**src/rtl/hoaaned_err_monitor.sv**
```systemverilog
// hoaaned_err_monitor: streaming error-metrics collector for approximate adders.
// Recomputes the exact sum of each accepted (a, b) pair, compares it with the
// approximate sum under test and accumulates error statistics over a window of
// num_samples samples.
//
// Ports:
//   clk, rst            clock, asynchronous active-high reset
//   start, num_samples  window start request (accepted when busy=0) and length
//   in_valid/in_ready   sample handshake; in_ready high only while running
//   in_a, in_b, in_sum  operands and approximate sum under test
//   busy, done          window in progress / single-cycle results-final pulse
//   err_count           samples with nonzero error distance (saturating)
//   err_dist_sum        sum of error distances (saturating)
//   err_dist_max        largest error distance
//   err_sq_sum          sum of squared error distances (saturating), 0 if disabled
//   sat                 sticky: some accumulator saturated in this window
//
// Build option: define HOAANED_ERRMON_SQERR_EN to build the squared-error path.
module hoaaned_err_monitor #(
   parameter int unsigned WIDTH = 14,
   parameter int unsigned CNT_W = 16,
   parameter int unsigned ACC_W = 32
) (
   input  logic                 clk,
   input  logic                 rst,
   input  logic                 start,
   input  logic [CNT_W-1:0]     num_samples,
   input  logic                 in_valid,
   output logic                 in_ready,
   input  logic [WIDTH-1:0]     in_a,
   input  logic [WIDTH-1:0]     in_b,
   input  logic [WIDTH:0]       in_sum,
   output logic                 busy,
   output logic                 done,
   output logic [CNT_W-1:0]     err_count,
   output logic [ACC_W-1:0]     err_dist_sum,
   output logic [WIDTH:0]       err_dist_max,
   output logic [2*ACC_W-1:0]   err_sq_sum,
   output logic                 sat
);

   localparam int unsigned SW  = WIDTH + 1;
   // Extended widths large enough to hold any accumulator plus one addend.
   localparam int unsigned DW  = ((ACC_W > SW) ? ACC_W : SW) + 1;

   typedef enum logic [1:0] {
      IDLE  = 2'd0,
      RUN   = 2'd1,
      DRAIN = 2'd2
   } state_t;

   state_t            state, state_nxt;
   logic              in_ready_d, busy_d, done_d;
   logic              start_acc, accept, last_acc;
   logic [CNT_W-1:0]  num_lat;
   logic [CNT_W-1:0]  smp_cnt;

   logic              s1_valid;
   logic [SW-1:0]     s1_exact;
   logic [SW-1:0]     s1_sum;

   logic [SW-1:0]     ed;
   logic [DW-1:0]     dsum_ext;
   logic              dsum_ovf;
   logic [ACC_W-1:0]  dsum_nxt;
   logic              cnt_ovf;
   logic [CNT_W-1:0]  cnt_nxt;
   logic [SW-1:0]     dmax_nxt;
   logic              sq_ovf;

   // in_ready is a registered copy of (state == RUN), so it can gate accepts.
   assign start_acc = (state == IDLE) && start;
   assign accept    = in_valid && in_ready;
   assign last_acc  = accept && ((smp_cnt + CNT_W'(1)) == num_lat);

   // State register plus registered FSM outputs
   always_ff @(posedge clk or posedge rst) begin
      if (rst) begin
         state    <= IDLE;
         in_ready <= 1'b0;
         busy     <= 1'b0;
         done     <= 1'b0;
      end else begin
         state    <= state_nxt;
         in_ready <= in_ready_d;
         busy     <= busy_d;
         done     <= done_d;
      end
   end

   // Next-state logic
   always_comb begin
      state_nxt = state;
      case (state)
         IDLE: begin
            if (start) begin
               state_nxt = (num_samples == '0) ? DRAIN : RUN;
            end
         end
         RUN: begin
            if (last_acc) begin
               state_nxt = DRAIN;
            end
         end
         DRAIN:   state_nxt = IDLE;
         default: state_nxt = IDLE;
      endcase
   end

   // Output decode; done is raised by the edge that leaves DRAIN
   always_comb begin
      in_ready_d = 1'b0;
      busy_d     = 1'b0;
      done_d     = 1'b0;
      if (state_nxt == RUN)   in_ready_d = 1'b1;
      if (state_nxt != IDLE)  busy_d     = 1'b1;
      if (state == DRAIN)     done_d     = 1'b1;
   end

   // Stage 2 arithmetic: absolute error distance and saturating updates
   always_comb begin
      ed       = (s1_exact >= s1_sum) ? (s1_exact - s1_sum) : (s1_sum - s1_exact);
      dsum_ext = DW'(err_dist_sum) + DW'(ed);
      dsum_ovf = dsum_ext > DW'({ACC_W{1'b1}});
      dsum_nxt = dsum_ovf ? {ACC_W{1'b1}} : dsum_ext[ACC_W-1:0];
      cnt_ovf  = (ed != '0) && (err_count == {CNT_W{1'b1}});
      cnt_nxt  = err_count;
      if ((ed != '0) && !cnt_ovf) cnt_nxt = err_count + CNT_W'(1);
      dmax_nxt = (ed > err_dist_max) ? ed : err_dist_max;
   end

   // Window bookkeeping, stage 1 capture and stage 2 accumulation
   always_ff @(posedge clk or posedge rst) begin
      if (rst) begin
         num_lat      <= '0;
         smp_cnt      <= '0;
         s1_valid     <= 1'b0;
         s1_exact     <= '0;
         s1_sum       <= '0;
         err_count    <= '0;
         err_dist_sum <= '0;
         err_dist_max <= '0;
         sat          <= 1'b0;
      end else if (start_acc) begin
         num_lat      <= num_samples;
         smp_cnt      <= '0;
         s1_valid     <= 1'b0;
         err_count    <= '0;
         err_dist_sum <= '0;
         err_dist_max <= '0;
         sat          <= 1'b0;
      end else begin
         s1_valid <= accept;
         if (accept) begin
            s1_exact <= SW'(in_a) + SW'(in_b);
            s1_sum   <= in_sum;
            smp_cnt  <= smp_cnt + CNT_W'(1);
         end
         if (s1_valid) begin
            err_count    <= cnt_nxt;
            err_dist_sum <= dsum_nxt;
            err_dist_max <= dmax_nxt;
            sat          <= sat | dsum_ovf | cnt_ovf | sq_ovf;
         end
      end
   end

`ifdef HOAANED_ERRMON_SQERR_EN
   localparam int unsigned QW  = 2 * SW;
   localparam int unsigned QAW = 2 * ACC_W;
   localparam int unsigned QXW = ((QAW > QW) ? QAW : QW) + 1;

   logic [QW-1:0]  sq;
   logic [QXW-1:0] sq_ext;

   // Squared error distance and its saturating accumulation
   always_comb begin
      sq     = QW'(ed) * QW'(ed);
      sq_ext = QXW'(err_sq_sum) + QXW'(sq);
      sq_ovf = sq_ext > QXW'({QAW{1'b1}});
   end

   always_ff @(posedge clk or posedge rst) begin
      if (rst) begin
         err_sq_sum <= '0;
      end else if (start_acc) begin
         err_sq_sum <= '0;
      end else if (s1_valid) begin
         err_sq_sum <= sq_ovf ? {QAW{1'b1}} : sq_ext[QAW-1:0];
      end
   end
`else
   assign sq_ovf     = 1'b0;
   assign err_sq_sum = '0;
`endif

endmodule

```
**config.mk**
```make
export PLATFORM = sky130hd
export DESIGN_NAME = hoaaned_err_monitor
export DESIGN_NICKNAME = d
export VERILOG_FILES = /design/src/rtl/hoaaned_err_monitor.sv
export SDC_FILE = /design/constraint.sdc
export NUM_CORES = 1
export LEC_CHECK = 0
export CAP_MARGIN = 20
export CORE_MARGIN = 5
export CORE_UTILIZATION = 30
export CTS_CLUSTER_SIZE = 8
export DETAILED_ROUTE_END_ITERATION = 16
export SLEW_MARGIN = 20
export SYNTH_ARGS = -nofsm -noshare
export SYNTH_HDL_FRONTEND = slang
export SYNTH_SLANG_ARGS = --single-unit
```
**constraint.sdc**
```tcl
create_clock -name clk -period 8.9 [get_ports clk]
set_input_delay 2.225 -clock clk [delete_from_list [all_inputs] [get_ports clk]]
set_output_delay 2.225 -clock clk [all_outputs]
set_load 0.01 [all_outputs]
```
# Word-level counts from Yosys, hierarchy flattened
# Cells that the tools add are included.
# Widths: inputs -> output; s select.
# totals
reg_bits,132
inputBits,63
out_inout_bits,131
# op_classes
add_sub_neg,6
order_cmp,3
eq_ne,5
muxes,22
bitwise,3
reduce_logical,17
# ops
operator,count
$mux 32,3
$mux 16,5
$mux 15,4
$add 32x15->33,1
$gt 33x32->1 const B,1
$add 16x1->16 const B,2
$sub 15x15->15,2
$eq 16x16->1,1
$eq 16x16->1 const B,1
$logic_not 16->1,1
$add 14x14->15,1
$ge 15x15->1,1
$gt 15x15->1,1
$reduce_bool 15->1,1
$reduce_bool 2->1,5
$mux 1,6
$mux 2,3
$reduce_and 2->1,3
$logic_and 1x1->1,5
$eq 2x1->1 const B,2
$pmux 2 s2,1
$eq 2x2->1 const B,1
$logic_not 2->1,1
$or 1x1->1,2
other kinds (2),2

# Logic depth before layout (Yosys ltp)
# Gate-level depths: netlist of run 1.
# depth
depth_word,9
ltp_mapped,23

# Least setup slack after synthesis of run 1
# No wires, ideal clock.
# synth_timing
kind,register to register
start,register s1_exact[10]
end,register err_dist_sum[25]
setup_time_ns,0.120
arrival_time_ns,4.626
required_time_ns,8.780
path_slack_ns,4.154
stages_incl_launch_ff,24
n_path_buf,4
period_less_slack_ns,4.746
path_cell_list,dfrtp_1 > inv_1 > ha_1 > buf_4 > nand4_2 > nor4_4 > or2_1 > buf_6 > buf_6 > a211oi_1 > nor4_4 > ha_1 > a21o_1 > a21oi_1 > o21ai_1 > a21oi_1 > nor3_1 > a311oi_1 > nor3_1 > and2_1 > clkbuf_1 > nor3_2 > nand3_1 > a31o_2
# synth_via
elab_chain_cells,7
elab_cells_between_ends,9
cone_classes,add/sub (3); order compare (2); mux (4)
# synth_lines
item,line_no,text
"start, declared",59,logic [SW-1:0] s1_exact;
"start signal, assigned",155,s1_exact <= SW'(in_a) + SW'(in_b);
$sub 15x15->15 / $ge 15x15->1 (equally long branches),122,ed = (s1_exact >= s1_sum) ? (s1_exact - s1_sum) : (s1_sum - s1_exact);
$mux 15 *,122,
$add 32x15->33 *,123,dsum_ext = DW'(err_dist_sum) + DW'(ed);
$gt 33x32->1,124,dsum_ovf = dsum_ext > DW'({ACC_W{1'b1}});
$mux 32 *,125,dsum_nxt = dsum_ovf ? {ACC_W{1'b1}} : dsum_ext[ACC_W-1:0];
$mux 32 *,159,if (s1_valid) begin
$mux 32 *,144,end else if (start_acc) begin
"end signal, assigned",161,err_dist_sum <= dsum_nxt;
"end, declared",36,"output logic [ACC_W-1:0] err_dist_sum,"
# Mark *: on every way between the ends. The rest lies on a longest branch, timed or not. The select of a mux whose other input is x is not followed.
# A chain may end at the register's enable or synchronous reset.

# Worst setup path after layout of run 1
# layout_timing
start,register s1_exact[11]
end,register err_dist_sum[26]
# The elaborated chain is that of the path after synthesis.

==> reports/qor_table.md, run 1 <==
| Parameter | This run | Unit |
|:---|:---|:---|
| Number of enable flip-flop cells after synthesis | 0 | - |
| Worst min-delay path class | flop to flop | - |
| Cell types with the largest area share after synthesis | sky130_fd_sc_hd__dfrtp_1 (33%), sky130_fd_sc_hd__ha_1 (9.9%), sky130_fd_sc_hd__buf_4 (5.2%), sky130_fd_sc_hd__nand2_1 (5.0%), sky130_fd_sc_hd__o21ai_0 (4.6%) | - |
| Number of cells on the worst hold path | 2 | - |
| Share of flip-flops with an asynchronous set or reset after synthesis | 1.00 | - |
| Min cycle time layout | 5800 | ps |
| Reg-to-Reg End | err_dist_sum[26] | - |
| R2R cell count | 18 | - |
| Number of max-slew violations in the final report | 0 | - |
| CTS resizes | 0 | - |
| Flop2flop setup slack | 3100 | ps |
| Placeable core region | 32500 | um2 |
| Per-instance average area after synthesis | 8.58 | um2 |
| First-pass detailed-route iteration total | 5 | - |
| Overflow after GRT | 0 | - |
| Filler Cell Count | 3317 | - |
| Gpl congestion | 0.851 | - |
| Post-synthesis to final-layout area growth | 21.0 | % |
| Yosys warning total | 0 | - |
| Starting DRT DRC Count | 373 | - |
| Clock buffer count from CTS | 17 | - |
| Total leakage power | 5.39 | nW |
| Number of placement rows | 66 | - |
| Max-cap viol count | 0 | - |
| Number of hold-slack violations in the final timing report | 0 | - |
| Unrepaired setup endpoints after global routing | no | - |
| Worst Path Class, Setup | flop to flop | - |
| Total cell area at the placement stage | 11400 | um2 |
| Post-detailed-route DRC marker count | 0 | - |
| Critical Path Sink Type | flop | - |
| Final number of setup-violating endpoints | 0 | - |
| Terminating pin of the worst hold path | num_lat[14] | - |
| Switching component of the power | 0.00265 | W |
| Total track usage | 0.139 | - |
| Worst-case clock buffer depth | 2 | - |
| Overall die width | 192 | um |
| Number of antenna violations at the first check in global routing | 0 | - |
| Number of library cell types mapped by synthesis | 75 | - |
| DPL Wire Length | 19400 | um |
| Data arrival at the endpoint of the critical path | 6130 | ps |
| Net count reported at finish | 1408 | - |
| Startpoint of the lowest-slack hold path | num_lat[14] | - |
| Relative contribution of sequential cells to total power | 0.191 | - |
| DIE HEIGHT | 192 | um |
| Reg-to-reg critical path startpoint | s1_exact[11] | - |
| Global-route wire length before repair | 41600 | um |
| Top-area cell type share of the netlist area | 0.334 | - |
| Cell area after layout | 12000 | um2 |
| Worst clock skew | 19.5 | ps |
| Sequential element share of the synthesized area | 0.334 | - |
| Internal portion of total power | 0.00288 | W |
| Total length of routed wires | 25900 | um |
| Antenna Cells | 0 | - |
| Layout cell share with drive strength beyond 1 | 0.0564 | - |
| Proportion of total power due to net switching | 0.479 | - |
| Vias per inst | 4.85 | - |
| Most common cell after layout, fill and taps aside | sky130_fd_sc_hd__dfrtp_1 | - |
| Clock group share of total power | 0.132 | - |
| H-tree lvl count | 4 | - |
| Type of element launching the critical path | flop | - |
| Main flop type after synthesis | sky130_fd_sc_hd__dfrtp_1 | - |
| PortBufs | 129 | - |
| Required time of the worst setup path | 9230 | ps |
| Clk Tree Root Cell | sky130_fd_sc_hd__clkbuf_16 | - |
| Source-to-sink clock delay at the later pin of the worst-skew pair | 440 | ps |
| Largest net degree at the start of global routing | 79 | - |
| Antenna viol nets, final | 0 | - |
| Clock tree from TritonCTS | built | - |
| Post-synthesis instance area | 9900 | um2 |
| Post-synthesis register bit count | 132 | - |
| Leading cell types in the layout, fill and taps excluded | sky130_fd_sc_hd__dfrtp_1 (132), sky130_fd_sc_hd__nand2_1 (130), sky130_fd_sc_hd__clkdlybuf4s50_1 (129) | - |
| Max-slew headroom at the worst pin | 0.386 | - |
| Total I/O pin count | 194 | - |
| Wire length per cell after detailed routing | 15.1 | um |
| Outcome | complete, no violations | - |
| Start point of the critical path | s1_exact[11] | - |
| Crit share post-route | 0.651 | - |
| Sum Neg Setup Slack | 0 | ps |
| Fraction of power consumed by combinational cells | 0.677 | - |
| Cell count after synthesis | 1154 | - |
| Highest ir drop seen on vdd | 0.220 | mV |
| Die area | 36700 | um2 |
| Clock slew seen by the registers of the worst setup and hold paths | 80 | ps |
| Number of sinks handled by clock tree synthesis | 132 | - |
| Total number of vias | 8336 | - |
| Crit path max fanout | 18 | - |
| Transition time at the pin with the least slew margin | 920 | ps |
| Leading area contributor after synthesis | sky130_fd_sc_hd__dfrtp_1 | - |
| Effective utilization at floorplan | 0.304 | - |
| Post-CTS Hold Buffers | 0 | - |
| Vias in the first global route | 8058 | - |
| Highest clock rate | 0.173 | GHz |
| Number of buffers inserted by post-CTS setup repair | 0 | - |
| Power per unit of standard cell area | 462 | nW/um2 |
[layout make-up]
| class | count | area [um2] | share of cell area |
|---|---|---|---|
| Clock buffer | 18 | 439 | 0.0367 |
| Clock inverter | 14 | 156 | 0.0131 |
| Inverter | 71 | 272 | 0.0227 |
| Multi-Input combinational cell | 906 | 5900 | 0.493 |
| Sequential cell | 132 | 3300 | 0.276 |
| Tap cell | 442 | 553 | 0.0462 |
| Timing Repair Buffer | 135 | 1360 | 0.113 |
[power groups by stage]
stage               Combinational (W)  Clock [W]  Sequential (W)
detailed placement            0.00373          0         0.00107
global route                  0.00419   0.000779         0.00109
global placement              0.00369          0         0.00106
CTS                           0.00376   0.000750         0.00106
finish                        0.00375   0.000732         0.00106
floorplan                     0.00275          0         0.00106
[per-stage QoR]
step           utilization  setup WS, ps  hold WS (ps)  power, W  std cells
3_3_place_gp         0.349          3310           489   0.00475       1685
2_1_floorplan            -          3150           465   0.00382       1217
3_5_place_dp         0.349          3060           488   0.00481       1685
6_report             0.368          3100           503   0.00553       1718
5_1_grt              0.368          2560           537   0.00606       1718
4_1_cts              0.367          3050           507   0.00557       1717
[kinds of logic (layout without fill, tap and decap cells)]
kind of cell	Yosys count	in the layout	synth area share
other cells	1	64	0.000379
buf+inv	179	238	0.0959
fa+ha+maj	82	82	0.107
xor+xnor	69	69	0.0633
mux	9	9	0.00910
flops	132	132	0.334
simple gates	387	387	0.200
compound gates	295	295	0.192
[worst max-delay path by stage]
stage / endpoint / slack, ps
6_report: err_dist_sum[26] / 3100
5_1_grt: err_dist_sum[26] / 2560
4_1_cts: err_dist_sum[26] / 3050
3_5_place_dp: err_dist_sum[26] / 3060
3_3_place_gp: err_dist_sum[25] / 3310
2_1_floorplan: busy / 3150
[metal layers]
metal / part of all wire / track usage / vias up
li1: - / - / 4149
met1: 0.47 / 0.188 / 3941
met2: 0.46 / 0.225 / 224
met3: 0.054 / 0.0305 / 22
met4: 0.015 / 0.0367 / 0
met5: 0 / 0 / -
[registers in the layout, indices dropped and copies added, names as in the netlist]
| signal | count |
|---|---|
| err_count | 16 |
| num_lat | 16 |
| s1_sum | 15 |
| err_dist_max | 15 |
| sat | 1 |
| busy | 1 |
| done | 1 |
| s1_valid | 1 |
| s1_exact | 15 |
| in_ready | 1 |
| state | 2 |
| err_dist_sum | 32 |
| smp_cnt | 16 |
[critical path: stages, from the launching register on]
cell                       delay, ps
sky130_fd_sc_hd__dfrtp_1         370
sky130_fd_sc_hd__inv_1            50
sky130_fd_sc_hd__ha_1            530
sky130_fd_sc_hd__nand4_1         630
sky130_fd_sc_hd__a21oi_4         500
sky130_fd_sc_hd__nor3_1           80
sky130_fd_sc_hd__a21oi_1         580
sky130_fd_sc_hd__fa_1            330
sky130_fd_sc_hd__a21o_1          120
sky130_fd_sc_hd__a21oi_1          90
sky130_fd_sc_hd__o21ai_1         260
sky130_fd_sc_hd__a21oi_1         140
sky130_fd_sc_hd__nor3_1          340
sky130_fd_sc_hd__a311oi_1        240
sky130_fd_sc_hd__nor3_1          370
sky130_fd_sc_hd__nand2_1         520
sky130_fd_sc_hd__nand2_1         200
sky130_fd_sc_hd__a21oi_1          80
sky130_fd_sc_hd__a311oi_1        240
[synth_stat cells (all sizes together), types with 13 or more instances]
master,count
dfrtp,132
nand2,131
o21ai,98
nor2,81
buf,78
ha,78
inv,71
a21oi,64
xnor2,39
nand3,38
clkbuf,30
xor2,30
nor3,26
a21o,21
a211oi,20
a31oi,19
and3,18
nand2b,14
nor4,14
o211ai,13
Power figures use the tool's default switching activity.
==> run 2: changes to the inputs <==
==> constraint.sdc (replaced) <==
create_clock -name clk -period 5.95 [get_ports clk]
set_input_delay 1.4875 -clock clk [delete_from_list [all_inputs] [get_ports clk]]
set_output_delay 1.4875 -clock clk [all_outputs]
set_load 0.01 [all_outputs]
==> run 2 against run 1 <==
Non-clock buffer count increased by 9. Sequential cell count is the same. Fmax grew 7.5%. Cell area increased by 0.48%. Critical path type unchanged. Highest routed layer unchanged.
==> reports/qor_table.md, run 2 (synthesis gave the netlist of run 1 again) <==
| Parameter | This run | Unit | vs previous |
|:---|:---|:---|:---|
| Antenna Cells | 0 | - | unchanged |
| Number of sinks handled by clock tree synthesis | 132 | - | unchanged |
| Source-to-sink clock delay at the later pin of the worst-skew pair | 430 | ps | about the same |
| Max-cap viol count | 0 | - | unchanged |
| Reg-to-reg critical path startpoint | s1_exact[3] | - |  |
| Total length of routed wires | 25800 | um | -0.44% |
| Net count reported at finish | 1417 | - | +0.64% |
| Wire length per cell after detailed routing | 14.9 | um | -0.96% |
| Outcome | complete, no violations | - |  |
| Crit share post-route | 0.906 | - | +0.255 |
| Worst min-delay path class | flop to flop | - |  |
| Leading cell types in the layout, fill and taps excluded | sky130_fd_sc_hd__dfrtp_1 (132), sky130_fd_sc_hd__nand2_1 (130), sky130_fd_sc_hd__clkdlybuf4s50_1 (129) | - |  |
| Vias in the first global route | 8110 | - | +0.65% |
| Terminating pin of the worst hold path | num_lat[13] | - |  |
| Worst-case clock buffer depth | 2 | - | unchanged |
| Worst Path Class, Setup | flop to flop | - |  |
| Total number of vias | 8271 | - | -0.78% |
| Met3 WL post-DR | 1110 | um | -21% |
| Clock buffer count from CTS | 17 | - | unchanged |
| Non-filler cells, final | 1727 | - | +0.52% |
| Total Power | 0.00841 | W | +52% |
| Overflow after GRT | 0 | - | unchanged |
| Min cycle time layout | 5390 | ps | -406 ps |
| Unrepaired setup endpoints after global routing | no | - |  |
| Largest net degree at the start of global routing | 87 | - | +10% |
| Reg-to-Reg End | err_dist_sum[25] | - |  |
| Total track usage | 0.139 | - | +0.000265 |
| Gpl congestion | 0.834 | - | -2.1% |
| Layout cell share with drive strength beyond 1 | 0.0646 | - | +0.00817 |
| Placeable core region | 32500 | um2 | unchanged |
| Critical Path Sink Type | flop | - |  |
| Power per unit of standard cell area | 698 | nW/um2 | +51% |
| Max-slew headroom at the worst pin | 0.470 | - | +0.0834 |
| Flip-flop count of the largest register, all copies and words added | 32 | - | unchanged |
| Required time of the worst setup path | 6270 | ps | -2960 ps |
| Number of max-slew violations in the final report | 0 | - | unchanged |
| Crit path max fanout | 16 | - | -2 |
| Cell area after layout | 12000 | um2 | +0.48% |
| Worst clock skew | 14.7 | ps | -4.84 ps |
| Total leakage power | 5.43 | nW | +0.77% |
| Highest clock rate | 0.186 | GHz | +7.5% |
| Biggest register | err_dist_sum | - |  |
| Number of buffers inserted by post-CTS setup repair | 0 | - | unchanged |
| DIE HEIGHT | 192 | um | unchanged |
| Effective utilization at floorplan | 0.304 | - | unchanged |
| Post-detailed-route DRC marker count | 0 | - | unchanged |
| DPL Wire Length | 19500 | um | +0.85% |
| First-pass detailed-route iteration total | 5 | - | unchanged |
| Flop2flop setup slack | 560 | ps | -2540 ps |
| Clock slew seen by the registers of the worst setup and hold paths | 70 | ps | about the same |
| Count of placed standard cells including taps | 1695 | - | +0.59% |
| Number of cells on the worst hold path | 2 | - | unchanged |
| Sum Neg Setup Slack | 0 | ps | unchanged |
| Post-synthesis to final-layout area growth | 21.6 | % |  |
| H-tree lvl count | 4 | - | unchanged |
| Number of hold-slack violations in the final timing report | 0 | - | unchanged |
| Highest ir drop seen on vdd | 0.376 | mV | +71% |
| Clock tree from TritonCTS | built | - |  |
| Max Used Layer | met4 | - |  |
| R2R cell count | 20 | - | +2 |
| Clk Tree Root Cell | sky130_fd_sc_hd__clkbuf_16 | - |  |
| Antenna viol nets, final | 0 | - | unchanged |
| Vias per inst | 4.79 | - | -1.3% |
| Total cell area at the placement stage | 11400 | um2 | +0.66% |
| Number of antenna violations at the first check in global routing | 0 | - | unchanged |
| Final number of setup-violating endpoints | 0 | - | unchanged |
| Wire length on met1 | 12400 | um | +2.4% |
| Routed wl met2 | 11900 | um | -0.78% |
| Die area | 36700 | um2 | unchanged |
| PortBufs | 129 | - | unchanged |
| Total I/O pin count | 194 | - | unchanged |
| Global-route wire length before repair | 41700 | um | +0.25% |
| Type of element launching the critical path | flop | - |  |
| Number of placement rows | 66 | - | unchanged |
| Post-route worst hold slack | 503 | ps | +0.333 ps |
| Startpoint of the lowest-slack hold path | num_lat[13] | - |  |
| Data arrival at the endpoint of the critical path | 5710 | ps | -420 ps |
| Transition time at the pin with the least slew margin | 795 | ps | -125 ps |
| Most common cell after layout, fill and taps aside | sky130_fd_sc_hd__dfrtp_1 | - |  |
| Post-CTS Hold Buffers | 0 | - | unchanged |
| Starting DRT DRC Count | 408 | - | +9.4% |
| Overall die width | 192 | um | unchanged |
[run 2: changes by cell type in the layout (fill, tap and decap cells not counted), moves of 2 or more]
| cell | before | now |
|---|---|---|
| sky130_fd_sc_hd__clkinv_4 | 0 | 2 |
| sky130_fd_sc_hd__buf_4 | 5 | 15 |
| sky130_fd_sc_hd__inv_6 | 8 | 5 |
| sky130_fd_sc_hd__inv_8 | 3 | 5 |
[run 2: layout make-up]
class	count	area, um2
Fill cell	3348	20500
Sequential cell	132	3300
Clock inverter	15	179
Timing Repair Buffer	144	1400
Multi-Input combinational cell	906	5900
Clock buffer	17	425
Tap cell	442	553
Inverter	71	272
[run 2: worst max-delay path: stages, from the launching register on]
cell,delay (ps)
sky130_fd_sc_hd__dfrtp_1,350
sky130_fd_sc_hd__inv_1,60
sky130_fd_sc_hd__ha_1,480
sky130_fd_sc_hd__a21o_1,250
sky130_fd_sc_hd__a21oi_1,260
sky130_fd_sc_hd__a21o_1,290
sky130_fd_sc_hd__a21oi_4,130
sky130_fd_sc_hd__nor4_1,440
sky130_fd_sc_hd__nor3_1,110
sky130_fd_sc_hd__or2_2,380
sky130_fd_sc_hd__ha_1,220
sky130_fd_sc_hd__a21oi_1,240
sky130_fd_sc_hd__nand3_1,110
sky130_fd_sc_hd__a21oi_1,200
sky130_fd_sc_hd__nor3_1,120
sky130_fd_sc_hd__a311oi_2,430
sky130_fd_sc_hd__nor3_1,160
sky130_fd_sc_hd__and2_1,330
sky130_fd_sc_hd__nor3_2,350
sky130_fd_sc_hd__nand3_1,110
sky130_fd_sc_hd__a31o_2,250
[run 2: timing repair]
item | in CTS | in global routing
resized for setup | 0 | 2
hold endpoints to repair | 0 | 0
setup endpoints to repair | 0 | 4
[run 2: metrics by stage]
stage / util / setup WS [ps]
6_report: 0.370 / 561
5_1_grt: 0.370 / 41.8
4_1_cts: 0.370 / 236
3_5_place_dp: 0.351 / 275
3_3_place_gp: 0.351 / 441
2_1_floorplan: - / 936
[run 2: worst max path at each step]
stage	cells after the start	slack (ps)	end	startpoint
6_report	20	560	err_dist_sum[25]	s1_exact[3]
5_1_grt	20	40	err_dist_sum[25]	s1_exact[3]
4_1_cts	20	240	err_dist_sum[25]	s1_exact[4]
3_5_place_dp	20	280	err_dist_sum[25]	s1_exact[4]
3_3_place_gp	20	440	err_dist_sum[25]	s1_exact[11]
2_1_floorplan	1	940	busy	rst
[run 2: metal layers]
| layer | vias up | global-route usage |
|---|---|---|
| met5 | - | 0 |
| li1 | 4161 | - |
| met1 | 3875 | 0.189 |
| met4 | 0 | 0.0395 |
| met3 | 27 | 0.0284 |
| met2 | 208 | 0.225 |
[run 2: power by group]
part | internal [W] | total [W] | leakage, nW | switching [W]
clock network | 0.000603 | 0.00110 | 0.294 | 0.000498
logic | 0.00253 | 0.00573 | 3.49 | 0.00319
registers | 0.00126 | 0.00158 | 1.65 | 0.000324
